**src/rtl/mem_arbiter.sv**
```systemverilog
// Two-master round-robin arbiter and sequencer for the single-port data memory.
// One transaction at a time: IDLE grants, ACCESS drives the memory, DONE pulses ready.
module mem_arbiter #(
    parameter int WAIT_CYCLES = 1,
    parameter int BASE_ADDR   = 1024,
    parameter int DEPTH       = 256
) (
    input  logic        clk,
    input  logic        rst,
    input  logic        m0_req,
    input  logic        m0_we,
    input  logic [31:0] m0_addr,
    input  logic [31:0] m0_wdata,
    output logic [31:0] m0_rdata,
    output logic        m0_ready,
    output logic        m0_err,
    input  logic        m1_req,
    input  logic        m1_we,
    input  logic [31:0] m1_addr,
    input  logic [31:0] m1_wdata,
    output logic [31:0] m1_rdata,
    output logic        m1_ready,
    output logic        m1_err,
    output logic        mem_read,
    output logic        mem_write,
    output logic [31:0] mem_addr,
    output logic [31:0] mem_wdata,
    input  logic [31:0] mem_rdata,
    output logic        busy
);

    typedef enum logic [1:0] {
        IDLE   = 2'd0,
        ACCESS = 2'd1,
        DONE   = 2'd2
    } state_t;

    // 33-bit bounds so an address near 2^32 cannot wrap into the legal window
    localparam logic [32:0] ADDR_LO = 33'(BASE_ADDR);
    localparam logic [32:0] ADDR_HI = 33'(BASE_ADDR) + 33'(4 * DEPTH);
    localparam logic [3:0]  CNT_INIT = 4'(WAIT_CYCLES);

    state_t      state;
    state_t      state_next;
    logic [3:0]  cnt;
    logic        last_grant;
    logic        gid;
    logic        gwe;
    logic        gerr;
    logic [31:0] gaddr;
    logic [31:0] gwdata;

    logic        grant_valid;
    logic        grant_id;
    logic        sel_we;
    logic [31:0] sel_addr;
    logic [31:0] sel_wdata;
    logic        addr_ok;

    always_comb begin
        grant_valid = m0_req | m1_req;
        if (m0_req && m1_req) begin
            grant_id = ~last_grant;
        end else begin
            grant_id = m1_req;
        end
        sel_we    = grant_id ? m1_we    : m0_we;
        sel_addr  = grant_id ? m1_addr  : m0_addr;
        sel_wdata = grant_id ? m1_wdata : m0_wdata;
        addr_ok   = (sel_addr[1:0] == 2'b00) &&
                    ({1'b0, sel_addr} >= ADDR_LO) &&
                    ({1'b0, sel_addr} <  ADDR_HI);
    end

    always_ff @(posedge clk) begin
        if (rst) begin
            state <= IDLE;
        end else begin
            state <= state_next;
        end
    end

    always_comb begin
        state_next = state;
        case (state)
            IDLE: begin
                if (grant_valid) begin
                    state_next = addr_ok ? ACCESS : DONE;
                end
            end
            ACCESS: begin
                if (cnt == 4'd0) begin
                    state_next = DONE;
                end
            end
            DONE:    state_next = IDLE;
            default: state_next = IDLE;
        endcase
    end

    always_ff @(posedge clk) begin
        if (rst) begin
            cnt        <= 4'd0;
            last_grant <= 1'b1;
            gid        <= 1'b0;
            gwe        <= 1'b0;
            gerr       <= 1'b0;
            gaddr      <= 32'd0;
            gwdata     <= 32'd0;
            m0_rdata   <= 32'd0;
            m1_rdata   <= 32'd0;
        end else begin
            case (state)
                IDLE: begin
                    if (grant_valid) begin
                        gid        <= grant_id;
                        last_grant <= grant_id;
                        gwe        <= sel_we;
                        gaddr      <= sel_addr;
                        gwdata     <= sel_wdata;
                        gerr       <= ~addr_ok;
                        cnt        <= CNT_INIT;
                        // A rejected read returns zero data alongside the error
                        if (!addr_ok && !sel_we) begin
                            if (grant_id) m1_rdata <= 32'd0;
                            else          m0_rdata <= 32'd0;
                        end
                    end
                end
                ACCESS: begin
                    if (cnt != 4'd0) begin
                        cnt <= cnt - 4'd1;
                    end else if (!gwe) begin
                        if (gid) m1_rdata <= mem_rdata;
                        else     m0_rdata <= mem_rdata;
                    end
                end
                default: ;
            endcase
        end
    end

    always_comb begin
        mem_read  = (state == ACCESS) && !gwe;
        mem_write = (state == ACCESS) &&  gwe;
        mem_addr  = gaddr;
        mem_wdata = gwdata;
        m0_ready  = (state == DONE) && !gid;
        m1_ready  = (state == DONE) &&  gid;
        m0_err    = (state == DONE) && !gid && gerr;
        m1_err    = (state == DONE) &&  gid && gerr;
        busy      = (state != IDLE);
    end

endmodule

```
**config.mk**
```make
export PLATFORM = sky130hd
export DESIGN_NAME = mem_arbiter
export DESIGN_NICKNAME = d
export VERILOG_FILES = /design/src/rtl/mem_arbiter.sv
export SDC_FILE = /design/constraint.sdc
export NUM_CORES = 1
export LEC_CHECK = 0
export ABC_AREA = 1
export BUFFER_PORTS_ARGS = -buffer_cell sky130_fd_sc_hd__buf_2
export CAP_MARGIN = 20
export CORE_AREA = 2 2 118 120
export CTS_CLUSTER_SIZE = 16
export DETAILED_ROUTE_END_ITERATION = 8
export DIE_AREA = 0 0 120 122
export MAX_ROUTING_LAYER = met4
export PLACE_DENSITY = 0.77
export SYNTH_ARGS = -nofsm -noshare
export SYNTH_HDL_FRONTEND = slang
export SYNTH_SLANG_ARGS = --single-unit
```
**constraint.sdc**
```tcl
create_clock -name clk -period 4.6 [get_ports clk]
set_input_delay 0.23 -clock clk [delete_from_list [all_inputs] [get_ports clk]]
set_output_delay 0.23 -clock clk [all_outputs]
set_load 0.05 [all_outputs]
```
== After elaboration in Yosys (flattened, before gate mapping) ==
Cells that the tools add are included.
Cells by class
  eq/ne operators: 12
  $lt $le $gt $ge: 2
  reduce and logical (&&, ||, !) cells: 25
  mux-type cells: 25
  bitwise logic cells: 3
  add/subtract/negate cells: 1
Operators by type and width (number)
  $mux 32: 14
  $pmux 32 s2: 2
  $ge 32x11->1 const B: 1
  $lt 32x12->1 const B: 1
  $ne 2x2->1 const B: 10
  $reduce_and 7->1: 2
  $logic_and 1x1->1: 10
  $mux 4: 2
  $pmux 4 s2: 1
  $mux 2: 3
  $logic_not 1->1: 4
  $logic_not 2->1: 2
  $logic_not 4->1: 1
  $pmux 2 s2: 1
  $reduce_and 2->1: 2
  $reduce_bool 2->1: 2
  $reduce_bool 4->1: 1
  $sub 4x1->4 const B: 1
  $reduce_and 3->1: 1
  $eq 2x1->1 const B: 1
  $eq 2x2->1 const B: 1
  $mux 1: 2
  $not 1->1: 2
  $or 1x1->1: 1
Storage, ports and cells
  input bits: 166
  output and inout port bits: 135
  word-level logic and storage cells: 78
  bits in registers: 138

== Longest topological paths before layout ==
  depth after elaboration: 11
  depth in mapped cells: 16
  mapped depth without buffers: 14

== Worst setup path after synthesis ==
No wires, ideal clock.
  kind: register -> output
  start: register gid
  end: output port m1_err
  path slack: 2.448 ns
  arrival: 1.922 ns
  path buffers: 0
  cell stages (with the launch flop): 3
  required time: 4.370 ns
  path through: dfxtp_1 inv_1 nor4_1
Between the ends
  cells in the longest elaborated chain, start to end: 2
Ends and longest elaborated chain
  start: declaration: RTL line 47  | logic gid;
  start signal: assignment: RTL line 116  | gid <= grant_id;
  $logic_and 1x1->1 (2 in series): RTL line 151  | m1_err = (state == DONE) && gid && gerr;
  end: declaration: RTL line 23  | output logic m1_err,
No other way between the ends.

== Worst setup path after layout ==
  start: register last_grant
  end: register m1_rdata[8]
Between the ends
  cells in the longest elaborated chain, start to end: 10
  elaborated cells on any way between the ends: 15
  classes of those cells: 2 x order compare; 2 x eq/ne; 3 x mux; 1 x bitwise; 7 x reduce/logical
Ends and longest elaborated chain
  start: declaration: RTL line 46  | logic last_grant;
  start signal: assignment: RTL line 117  | last_grant <= grant_id;
  $not 1->1 *: RTL line 63  | grant_id = ~last_grant;
  $mux 1 *: RTL line 62  | if (m0_req && m1_req) begin
  $mux 32: RTL line 68  | sel_addr = grant_id ? m1_addr : m0_addr;
  $ge 32x11->1 or $logic_not 2->1 (tied branches): RTL line 71, 70
  $logic_and 1x1->1: RTL line 70  | addr_ok = (sel_addr[1:0] == 2'b00) &&
  $logic_and 1x1->1: RTL line 71  | ({1'b0, sel_addr} >= ADDR_LO) &&
  $logic_not 1->1: RTL line 124  | if (!addr_ok && !sel_we) begin
  $logic_and 1x1->1: RTL line 124
  $ne 2x2->1 (no line)
  $reduce_and 7->1 (no line) *
  end signal: assignment: RTL line 134  | if (gid) m1_rdata <= mem_rdata;
  end: declaration: RTL line 21  | output logic [31:0] m1_rdata,
Every way passes the cells marked *; elsewhere a longest branch is shown, timed or not.
A chain may end at the register's enable or synchronous reset.

==> results summary <==
The worst hold path terminates at state[0]$_SDFFE_PP0P_. The dominant combinational cell family by area after synthesis is simple AND/OR/NAND/NOR gates. The CTS buffer count came out at 17. The starting density of the core is 45.7%. The library cell used as clock root buffer is clkbuf_16. The synthesis warning total came out at 0. The maximum net fanout on the critical path came out at 69.

Compared with the post-synthesis result, the final layout area differs by 33.1%. The relative max-transition margin came out at 32.4%. The worst register-to-register path ends at m1_rdata[8]$_SDFFE_PP0P_.

The via-per-instance ratio is 5.25. For the worst flop-to-flop path, the logic depth is 15. The proportion of synthesized area in mux cells is 0.162%. The signal arrival time at the worst endpoint came out at 3720 ps.

The number of buffers added on ports came out at 300. The number of distinct standard cells referenced by the synthesized netlist is 27. The clock tree synthesis step divided the H-tree into 4 levels. The simple-gate share of the synthesized area came out at 32.0%. The final global-route overflow total came out at 0. The residual DRC count is 0. The analysis attributes to cell leakage a power of 4.09 nW. The filler cell count in the final layout is 1278. The total length of routed wires came out at 19700 um.

The overall die area came out at 14600 um2. The library cells used most frequently in the layout, excluding fill and tap cells, are buf_2 (300), nor2_1 (167), nand2_1 (165). The core utilization of the finished layout is 60.8%. The final count of hold timing violations is 0. IR analysis of the VDD net gives a maximum drop of 0.000225 V. In the final routed layout, each cell accounts on average for 14.9 um.

The net total in the final layout is 1296. The kind of end point of the critical path is a register. The worst register-to-register path begins at last_grant$_SDFFE_PP1P_. The global placement routability congestion is 0.923. The final critical-path share of the clock period is 74.3%. Along the worst hold path, the cell count comes to 2.

Setup violations remaining at the end of the flow were counted as 0. The required time at the worst-slack endpoint came out at 4910 ps. The post-synthesis cell count came out at 869. The worst-margin pin slew came out at 1010 ps. The clock-pin transition on the worst setup and hold timing paths is 60 ps. The synthesized netlist devotes 15.8% of its cell area to compound gates. Setup repair after global routing left no endpoint under its margin.

The number of antenna violations at the first check in global routing is 0. The flop-to-flop setup slack is 1180 ps. The detailed router finished its first iteration with 616 violations. The post-synthesis average cell area is 7.10 um2. The count of pins on the block boundary came out at 301. The maximum clock rate is 293 MHz.

The count of final max-slew check failures came to 0. The site row count came out at 43. The number of max-capacitance violations reported came out at 0. TritonCTS built the clock tree. The region available for standard cell placement spans 13500 um2.

The class of the worst hold path is in2reg. The count of antenna-violating nets left after detailed routing came out at 0. In this run, post-CTS repair resized a total of 0 instances. The sequential share of the synthesized area is 44.8%. The number of nets in the synthesized netlist is 1037. The total global-route track usage came out at 26.4%.

The worst hold path begins at rst. The launching element type of the critical path is a register. The number of hold buffers added after cts came out at 0. The setup fix buffers added after clock tree synthesis is 0.

The number of sinks on the clock net is 138. The largest net degree at the start of global routing came out at 70. The first-pass GRT wire length is 29800 um. The number of vias after detailed routing is 6925. The setup slack of the critical path after layout came out at 1180 ps. The critical setup path kind is reg2reg.

The count of TritonRoute iterations in the first routing pass came out at 5. The final setup TNS came out at 0 ps. The worst slack at placement is 1260 ps. The detailed-placement wirelength estimate is 13500 um. The layout cell share with drive strength beyond 1 came out at 30.4%. The most common cell after layout, fill and taps aside is buf_2. The insertion delay of the later-clocked pin in the worst-skew pair is 420 ps. The die is 122 um tall. The post-synthesis share of cell area spent on xor and xnor gates is 0%.

The synthesized-area fraction occupied by adder cells is 0.405%. The final critical path time including I/O delays and setup came out at 3420 ps. The post-synth design cell area is 6170 um2. The number of global-route vias before repair came out at 5906.

Across the routed clock network, the largest skew measured is 7.65 ps. In this run the deepest clock path goes through 2 buffers. The overall die width is 120 um. Power spread over the standard cell area amounts to 462 nW/um2.

The synthesized flop and latch total is 138. The flow ran to the end, and the final reports show no timing, DRC or antenna violations. The number of diodes is 0.
[final cells by class]
class | count | area (um2) | share of cell area, %
Clock buffer | 22 | 454 | 5.53
Inverter | 19 | 73.8 | 0.899
Tap cell | 180 | 225 | 2.74
Sequential cell | 138 | 2760 | 33.6
Timing Repair Buffer | 311 | 1600 | 19.5
Clock inverter | 9 | 98.8 | 1.20
Multi-Input combinational cell | 641 | 3000 | 36.5
[worst max-delay path, cell delays in order (launching register included)]
cell and delay (ps):
dfxtp_1 330, nand2_1 60, buf_4 210, nand2_2 570
nand2_1 190, nand2_1 110, nor2_1 50, nand2_1 60
nor2_1 50, nand3_1 120, nand2_1 100, nand2_4 440
buf_4 610, nand3_1 180, nand2_1 110, nor2_1 40
[cells in the mapped netlist]
master / n / area, um2
clkbuf_1: 46 / 173
buf_4: 1 / 7.51
nor4_4: 1 / 21.3
or2_2: 2 / 12.5
nor2_1: 167 / 627
o211ai_1: 1 / 7.51
nand4_1: 1 / 6.26
a211oi_4: 1 / 20.0
mux2i_1: 1 / 10.0
nand3b_1: 1 / 7.51
nor3_1: 6 / 30.0
o31ai_1: 40 / 300
inv_2: 2 / 7.51
nor4_1: 2 / 12.5
dfxtp_1: 138 / 2760
nand3_1: 126 / 631
o22ai_1: 2 / 12.5
ha_1: 2 / 25.0
a21oi_1: 71 / 355
buf_2: 16 / 80.1
nand2_2: 1 / 6.26
inv_1: 16 / 60.1
a31oi_1: 24 / 150
buf_6: 8 / 90.1
o21ai_0: 26 / 130
nand2_1: 166 / 623
clkinv_1: 1 / 3.75
[where the power goes]
part	switching (mW)	total (mW)	internal, mW
sequential	0.0671	1.39	1.33
combinational	0.818	1.10	0.283
clock	0.494	1.30	0.803
total	1.38	3.79	2.41
[worst max path at each step]
| stage | startpoint | end | slack (ps) | cells past startpoint |
|---|---|---|---|---|
| 2_1_floorplan | gid$_SDFFE_PP0P_ | m1_err | 2450 | 2 |
| 3_3_place_gp | m0_req | m1_rdata[6]$_SDFFE_PP0P_ | 1340 | 17 |
| 3_5_place_dp | m0_req | m1_rdata[18]$_SDFFE_PP0P_ | 1260 | 17 |
| 4_1_cts | last_grant$_SDFFE_PP1P_ | m1_rdata[8]$_SDFFE_PP0P_ | 1240 | 16 |
| 5_1_grt | last_grant$_SDFFE_PP1P_ | m1_rdata[8]$_SDFFE_PP0P_ | 830 | 16 |
| 6_report | last_grant$_SDFFE_PP1P_ | m1_rdata[8]$_SDFFE_PP0P_ | 1180 | 15 |
[through the flow]
stage               std cells  hold WS, ps  area (um2)  total power [mW]
floorplan                 869          299        6170              2.24
global placement         1288          454        7630              2.50
detailed placement       1288          457        7630              2.51
CTS                      1319         78.3        8190              3.81
global route             1320         97.1        8210              3.95
finish                   1320         96.0        8210              3.79
[state kept, by name, summed over array words and instances (netlist names)]
name,count
cnt,4
mem_addr,32
state,2
gerr,1
mem_wdata,32
m1_rdata,32
last_grant,1
gwe,1
m0_rdata,32
gid,1
[logic make-up (layout without fill, tap and decap cells)]
group | Yosys count | count (layout)
AO/OA/AOI/OAI | 165 | 165
adder cells (fa/ha/maj) | 2 | 2
flip-flops | 138 | 138
buffers and inverters | 90 | 361
multiplexers | 1 | 1
AND/OR/NAND/NOR | 473 | 473
[routing by layer]
layer	GRT usage [%]	wire (um)	vias up	share of wire, %
met5	-	0	-	0
met4	12.1	593	0	3.0
met3	5.29	1590	38	8.1
met2	40.3	9190	305	47
met1	33.6	8330	3130	42
li1	-	-	3452	-
Note: power is estimated with default switching activity, not from simulation.
